[config.mk]
export PLATFORM = sky130hd
export DESIGN_NAME = reg_file_mp
export DESIGN_NICKNAME = d
export VERILOG_FILES = /design/src/rtl/reg_file_pkg.sv /design/src/rtl/reg_file_scoreboard.sv /design/src/rtl/reg_file_mp.sv
export SDC_FILE = /design/constraint.sdc
export NUM_CORES = 1
export LEC_CHECK = 0
export CORE_AREA = 2 2 413 415
export DETAILED_ROUTE_END_ITERATION = 10
export DIE_AREA = 0 0 415 417
export PLACE_DENSITY = 0.54
export REMOVE_ABC_BUFFERS = 1
export SYNTH_ARGS = -nofsm -noshare
export SYNTH_HDL_FRONTEND = slang
export SYNTH_SLANG_ARGS = --single-unit
export TNS_END_PERCENT = 100
[constraint.sdc]
create_clock -name CLK -period 10 [get_ports CLK]
set_clock_uncertainty 0.1 [all_clocks]
set_input_delay 2 -clock CLK [delete_from_list [all_inputs] [get_ports CLK]]
set_output_delay 2 -clock CLK [all_outputs]
set_load 0.05 [all_outputs]
[src/rtl/reg_file_pkg.sv]
// Shared types and default dimensions for the multi-port register file.
package reg_file_pkg;

   typedef enum logic {
      IDLE  = 1'b0,
      CLEAR = 1'b1
   } state_t;

   localparam int DEF_XLEN  = 32;
   localparam int DEF_NREGS = 32;
   localparam int DEF_NRD   = 2;

endpackage

[src/rtl/reg_file_scoreboard.sv]
// Pending-value bits plus the clear-sweep FSM that zeroes them one entry per cycle.
//   state | meaning
//   IDLE  | normal operation, writes clear pending, marks set it
//   CLEAR | sweep: entry cnt zeroed each cycle, busy high
module reg_file_scoreboard
   import reg_file_pkg::*;
#(
   parameter int NREGS = DEF_NREGS,
   parameter int AW    = $clog2(NREGS)
) (
   input  logic             clk,
   input  logic             rst,
   input  logic             clr,
   input  logic             en,
   input  logic [AW-1:0]    wa,
   input  logic             mark,
   input  logic [AW-1:0]    ma,
   output logic             busy,
   output logic [AW-1:0]    cnt,
   output logic [NREGS-1:0] pending
);

   state_t state;

   always_ff @(posedge clk) begin
      if (rst) begin
         state <= CLEAR;
         cnt   <= '0;
         busy  <= 1'b1;
      end else begin
         case (state)
            IDLE: begin
               // mark is applied after the write so it wins on a shared address
               if (en && wa != '0)   pending[wa] <= 1'b0;
               if (mark && ma != '0) pending[ma] <= 1'b1;
               if (clr) begin
                  state <= CLEAR;
                  cnt   <= '0;
                  busy  <= 1'b1;
               end
            end
            CLEAR: begin
               pending[cnt] <= 1'b0;
               cnt          <= cnt + AW'(1);
               if (cnt == AW'(NREGS - 1)) begin
                  state <= IDLE;
                  busy  <= 1'b0;
               end
            end
            default: begin
               state <= CLEAR;
               cnt   <= '0;
               busy  <= 1'b1;
            end
         endcase
      end
   end

endmodule

[src/rtl/reg_file_mp.sv]
// Multi-read-port register file with hardwired x0 and operand-ready tracking.
// Define REGFILE_BYPASS_EN to forward same-cycle write data to matching read ports.
module reg_file_mp
   import reg_file_pkg::*;
#(
   parameter int XLEN  = DEF_XLEN,
   parameter int NREGS = DEF_NREGS,
   parameter int NRD   = DEF_NRD,
   localparam int AW   = $clog2(NREGS)
) (
   input  logic              CLK,
   input  logic              RST,
   input  logic              CLR,
   input  logic              EN,
   input  logic [AW-1:0]     WA,
   input  logic [XLEN-1:0]   WD,
   input  logic              MARK,
   input  logic [AW-1:0]     MA,
   input  logic [NRD*AW-1:0] ADR,
   output logic [NRD*XLEN-1:0] RS,
   output logic [NRD-1:0]    RDY,
   output logic              BUSY
);

   logic [XLEN-1:0]  mem [NREGS];
   logic [AW-1:0]    cnt;
   logic [NREGS-1:0] pending;

   reg_file_scoreboard #(
      .NREGS (NREGS),
      .AW    (AW)
   ) u_sb (
      .clk     (CLK),
      .rst     (RST),
      .clr     (CLR),
      .en      (EN),
      .wa      (WA),
      .mark    (MARK),
      .ma      (MA),
      .busy    (BUSY),
      .cnt     (cnt),
      .pending (pending)
   );

   always_ff @(posedge CLK) begin
      if (!RST) begin
         if (BUSY)
            mem[cnt] <= '0;
         else if (EN && WA != '0)
            mem[WA] <= WD;
      end
   end

   for (genvar i = 0; i < NRD; i++) begin : g_rd
      logic [AW-1:0] a;
      logic          hit;

      assign a = ADR[i*AW +: AW];
`ifdef REGFILE_BYPASS_EN
      assign hit = !BUSY && EN && WA != '0 && WA == a;
`else
      assign hit = 1'b0;
`endif
      assign RS[i*XLEN +: XLEN] = (BUSY || a == '0) ? '0 : (hit ? WD : mem[a]);
      assign RDY[i] = BUSY ? 1'b0 : (hit ? !(MARK && MA == a) : !pending[a]);
   end

endmodule

==> out/results.ini, run 1 <==
[final_layout]
fill_cells = 15700
final_cell_mix = edfxtp_1 (1056), mux4_2 (524), mux2i_1 (268)
fin_nets = 2695
ff_latch_area_um2 = 31900
stdcell_count = 4948
drive_gt1_frac = 0.302
final_common_cell = edfxtp_1
multi_input_area_um2 = 17800
area_growth_pct = 15.3
utilization = 0.345

[logic_synthesis]
synth_area_per_cell_um2 = 20.0
yosys.cell_types.count = 46
syn_area_um2 = 50400
yosys-top-cells-area = edfxtp_1 (63%), mux4_2 (23%), mux2i_1 (5.3%)
netlist.area_leader.share = 0.629
synthArstFlopShare = 0
synth_flop_cell = edfxtp_1
yosys.area.top_type = edfxtp_1
yosys_warnings = 0
netlist_instances = 2519
ys_ff_latch = 1063
yosysSeqAreaShare = 0.632
synth_edf_count = 1056

[floorplan]
pin_count = 124
rows = 151
fp.dieW_um = 415
die_area_um2 = 173000
coreArea_um2 = 169000
die_y_um = 417
start_util = 0.299

[place]
gp_congestion = 0.748
dpl_worst_slack_ns = 2.57
portBuffers = 123
place_hpwl_mm = 81.7
place_inst = 4736

[routing]
wl_per_cell_um = 30.5
postRouteAntennaNets = 0
routed_wl_mm = 151
drt_iter0_drc = 2761
firstDrtPassIters = 5
viasPerCell = 5.57
num_vias = 27600
drc = 0

[clocking]
hold_buffers = 0
cts_resized = 0
clock_latency_ns = 0.73
cts_root_buf = clkbuf_16
tritoncts = yes
clk_pin_slew_worst_paths_ns = 0.06
htree_num_levels = 3
clock_sinks = 1063
post-cts-setup-buffer-count = 0
clock_path_buffers = 3
numCtsBuffers = 113

[timing]
min_period_ns = 7.43
min_period_over_period = 0.743
setup_viol = 0
tightest_slew_ns = 1.15
rsz0062_at_grt = false
finalWorstSetupSlack_ns = 2.57
hold_viol = 0
relSlewSlack = 0.232
slew_violations = 0
tns_ns = 0
fmax_ghz = 0.135

[grt]
grt_pass1_vias = 29900
grt_pass1_wl_mm = 216
antenna_found_initial = 8
grt_max_degree = 89
overflow = 0
grt_usage = 0.172

[power_and_ir_drop]
peakVddDrop_v = 0.000136
power.leakage_nw = 19.3
power.density_nw_per_um2 = 166

[worst_setup_path]
crit_path_start_kind = primary input
path_class = in2out
crit_required_ns = 7.90
cp.arrival_ns = 5.33
cpMaxStageDelayCell = clkdlybuf4s50_1
worstSetupEndpointType = output port
crit_buf_inv = 3
cp_slowest_stage_delay_ns = 0.92
crit_top_cell = clkdlybuf4s50_1
path_cells = clkdlybuf4s50_1 -> nor2b_1 -> nand2b_2 -> buf_4 -> o221ai_1 -> clkdlybuf4s50_1
cpLargestDelayFamily = buffers and inverters
cp_max_fo = 19

[hold_path]
hp-class = reg2reg

[flow_run]
drv_cap = 0

[outcome]
status = complete, no violations

cells by family after synthesis:
| family | Yosys count | share of synthesized area |
|---|---|---|
| AND/OR/NAND/NOR | 196 | 0.0208 |
| adder cells (fa/ha/maj) | 5 | 0.00124 |
| multiplexers | 800 | 0.290 |
| flip-flops | 1063 | 0.632 |
| AO/OA/AOI/OAI | 250 | 0.0375 |
| buffers and inverters | 205 | 0.0184 |
area by class of cell:
| cell class | instances | area share |
|---|---|---|
| Tap cell | 2218 | 0.0478 |
| Sequential cell | 1063 | 0.548 |
| Clock inverter | 70 | 0.0118 |
| Multi-Input combinational cell | 1251 | 0.307 |
| Inverter | 8 | 0.000517 |
| Clock buffer | 141 | 0.0509 |
| Timing Repair Buffer | 196 | 0.0335 |
| Antenna cell | 1 | 0.0000431 |
power by group:
| part | internal (mW) | total [mW] | switching [mW] | leakage (nW) |
|---|---|---|---|---|
| Combinational | 0.281 | 0.589 | 0.308 | 6.83 |
| Clock | 2.34 | 4.14 | 1.80 | 1.75 |
| Sequential | 4.87 | 4.89 | 0.0218 | 10.7 |
routing by layer:
| layer | GRT usage | vias up | part of all wire |
|---|---|---|---|
| met4 | 0.0679 | 6 | 0.038 |
| met1 | 0.219 | 14900 | 0.39 |
| li1 | - | 11200 | - |
| met3 | 0.0244 | 288 | 0.063 |
| met2 | 0.297 | 1137 | 0.50 |
| met5 | 0 | - | 0.00023 |
cell usage after synthesis (3+ instances only):
master,number
edfxtp_1,1056
mux4_2,524
mux2i_1,268
buf_2,101
clkbuf_1,78
o21ai_0,69
o221ai_1,64
o22a_1,64
nand2_1,55
and2_1,32
a22oi_1,31
nor2_1,29
nor3_1,22
buf_1,13
nor3_2,10
inv_1,8
nand2b_1,8
nand3_1,8
nand3b_1,8
dfxtp_1,7
a21oi_1,6
nor2b_1,6
ha_1,5
mux2_2,5
nor3b_1,5
and3_1,3
buf_6,3
mux2i_4,3
o2111ai_1,3
or3_1,3
final timing paths:
| kind | start | end | slack [ns] | cells past startpoint |
|---|---|---|---|---|
| setup reg to reg | u_sb.busy | mem[30][7] | 6.43 | 5 |
| setup / recovery | ADR[4] | RS[8] | 2.57 | 6 |
| hold reg to reg | u_sb.cnt[1] | u_sb.cnt[3] | 0.57 | 2 |
| hold / removal | u_sb.cnt[1] | u_sb.cnt[3] | 0.57 | 2 |
stage by stage:
stage | hold slack [ns] | power (mW) | cell area (µm²)
after floorplan | 0.503 | 5.29 | 49500
after global placement | 0.528 | 5.57 | 54400
after detailed placement | 0.569 | 5.58 | 54400
after CTS | 0.584 | 9.71 | 58100
after global routing | 0.608 | 9.91 | 58100
final | 0.572 | 9.62 | 58100
sequential cells by signal (all words and copies together) (netlist names):
| signal | flops |
|---|---|
| mem | 1024 |
| u_sb.pending | 32 |
| u_sb.cnt | 5 |
| u_sb.busy | 1 |
| u_sb.state | 1 |
worst min-delay path: cells and delay by family, from the launching register on:
| family | cells | cell delay (ns) |
|---|---|---|
| DFF | 1 | 0.35 |
| AOI/OAI and AO/OA | 1 | 0.21 |
| and+or+nand+nor | 1 | 0.06 |
Power figures use the tool's default switching activity.
==> run 2: changes to the inputs <==
==> constraint.sdc (replaced) <==
create_clock -name CLK -period 7.4 [get_ports CLK]
set_clock_uncertainty 0.1 [all_clocks]
set_input_delay 1.48 -clock CLK [delete_from_list [all_inputs] [get_ports CLK]]
set_output_delay 1.48 -clock CLK [all_outputs]
set_load 0.05 [all_outputs]
==> run 2 against run 1 <==
Against the previous run: setup slack lost 1.4 ns; highest routed layer unchanged; cell area grew 0.56%; critical path type unchanged; total power is 35% higher; critical path depth increased by 1; wire length increased by 2.9%; utilization up 0.19 points; clock power rose by 34%; sequential cell count unchanged; die area unchanged.
==> out/results.ini, run 2 (same netlist as run 1, synthesis figures left out) <==
[place]
place_inst = 4777
place_hpwl_mm = 87.8
portBuffers = 123
gp_congestion = 0.779
place_area_um2 = 54800
dpl_worst_slack_ns = 1.11

[clocking]
hold_buffers = 0
post-cts-setup-buffer-count = 0
numCtsBuffers = 114
clock_path_buffers = 3
cts_root_buf = clkbuf_16
tritoncts = yes
clk_pin_slew_worst_paths_ns = 0.06
clock_latency_ns = 0.77
cts_resized = 0
clock_sinks = 1063
htree_num_levels = 3

[timing]
rsz0062_at_grt = false
hold_viol = 0
min_period_over_period = 0.837
hold_ws_ns = 0.577
relSlewSlack = 0.223
fmax_ghz = 0.162
tns_ns = 0
tightest_slew_ns = 1.17
finalWorstSetupSlack_ns = 1.21
setup_viol = 0
slew_violations = 0
min_period_ns = 6.19

[final_layout]
final_design_area_no_fill_um2 = 58400
stdcell_count = 4992
final_common_cell = edfxtp_1
largest_reg_flops = 1024
reg_top3 = mem: 1024 flops, u_sb.pending: 32 flops, u_sb.cnt: 5 flops
regMostFlops = mem
final_cell_mix = edfxtp_1 (1056), mux4_2 (524), mux2i_1 (268)
utilization = 0.347
area_growth_pct = 15.9
drive_gt1_frac = 0.310
fill_cells = 15600
fin_nets = 2737

[floorplan]
start_util = 0.299
die_y_um = 417
rows = 151
die_area_um2 = 173000
coreArea_um2 = 169000
pin_count = 124
fp.dieW_um = 415

[grt]
antenna_found_initial = 9
grt_max_degree = 71
grt_pass1_vias = 30000
grt_pass1_wl_mm = 222
grt_usage = 0.178
overflow = 0

[power_and_ir_drop]
power.leakage_nw = 19.5
power.density_nw_per_um2 = 222
total_power_mw = 13.0
peakVddDrop_v = 0.000230

[worst_setup_path]
worst_r2r_startpoint = u_sb.busy
crit_end = RS[19]
crit_path_start_kind = primary input
path_class = in2out
worstReg2RegEnd = mem[13][9]
crit_required_ns = 5.82
rr_worst_depth = 5
cp_max_fo = 32
cp.arrival_ns = 4.61
startpoint = ADR[3]
regToRegSetupSlack_ns = 3.43
worstSetupEndpointType = output port

[routing]
firstDrtPassIters = 6
drc = 0
num_vias = 28000
drt_iter0_drc = 2750
wl_per_cell_um = 31.1
routed_wl_mm = 155
viasPerCell = 5.60
postRouteAntennaNets = 0

[flow_run]
drv_cap = 0

[outcome]
status = complete, no violations

[hold_path]
hp-class = reg2reg

[run 2: cell types whose count changed in the layout (fill, tap and decap cells not counted)]
cell,before,now
clkinvlp_4,10,8
buf_4,62,99
clkinv_1,20,37
buf_12,11,15
inv_6,4,3
clkbuf_1,27,18
clkinv_4,2,1
bufinv_16,9,8
[run 2: where the power goes]
part	internal, mW	switching [mW]	total (mW)	leakage, nW
Clock	3.11	2.45	5.55	1.74
Combinational	0.393	0.424	0.817	7.04
Sequential	6.58	0.0297	6.61	10.7
[run 2: final cells by class]
type,count,area (µm²),share of cell area
flip-flops and latches,1063,31900,0.545
diodes,1,2.50,0.0000428
repair buffers,237,2300,0.0395
clock buffers,132,2920,0.0500
multi-input cells,1251,17800,0.305
inverters,8,30.0,0.000514
clock inverters,82,687,0.0118
well taps,2218,2780,0.0475
[run 2: worst min-delay path by stage]
stage / start / end / depth (start not counted)
final: u_sb.cnt[1] / u_sb.cnt[3] / 3
after global routing: u_sb.pending[0] / u_sb.pending[0] / 1
after CTS: u_sb.cnt[1] / u_sb.cnt[3] / 3
after detailed placement: u_sb.cnt[1] / u_sb.cnt[3] / 3
after global placement: u_sb.cnt[1] / u_sb.cnt[3] / 3
after floorplan: u_sb.pending[0] / u_sb.pending[0] / 1
[run 2: metal layers]
| layer | GRT usage | vias up | routed length, µm |
|---|---|---|---|
| li1 | - | 11300 | - |
| met1 | 0.230 | 15300 | 62400 |
| met2 | 0.304 | 1115 | 78200 |
| met3 | 0.0302 | 248 | 10200 |
| met4 | 0.0569 | 6 | 4320 |
| met5 | 0 | - | 32 |
[run 2: critical path: stages]
cell	delay [ns]
clkdlybuf4s50_1	0.73
nor3_1	0.15
o31ai_4	0.09
buf_4	0.65
o22a_1	0.37
o221ai_1	0.28
clkdlybuf4s50_1	0.81
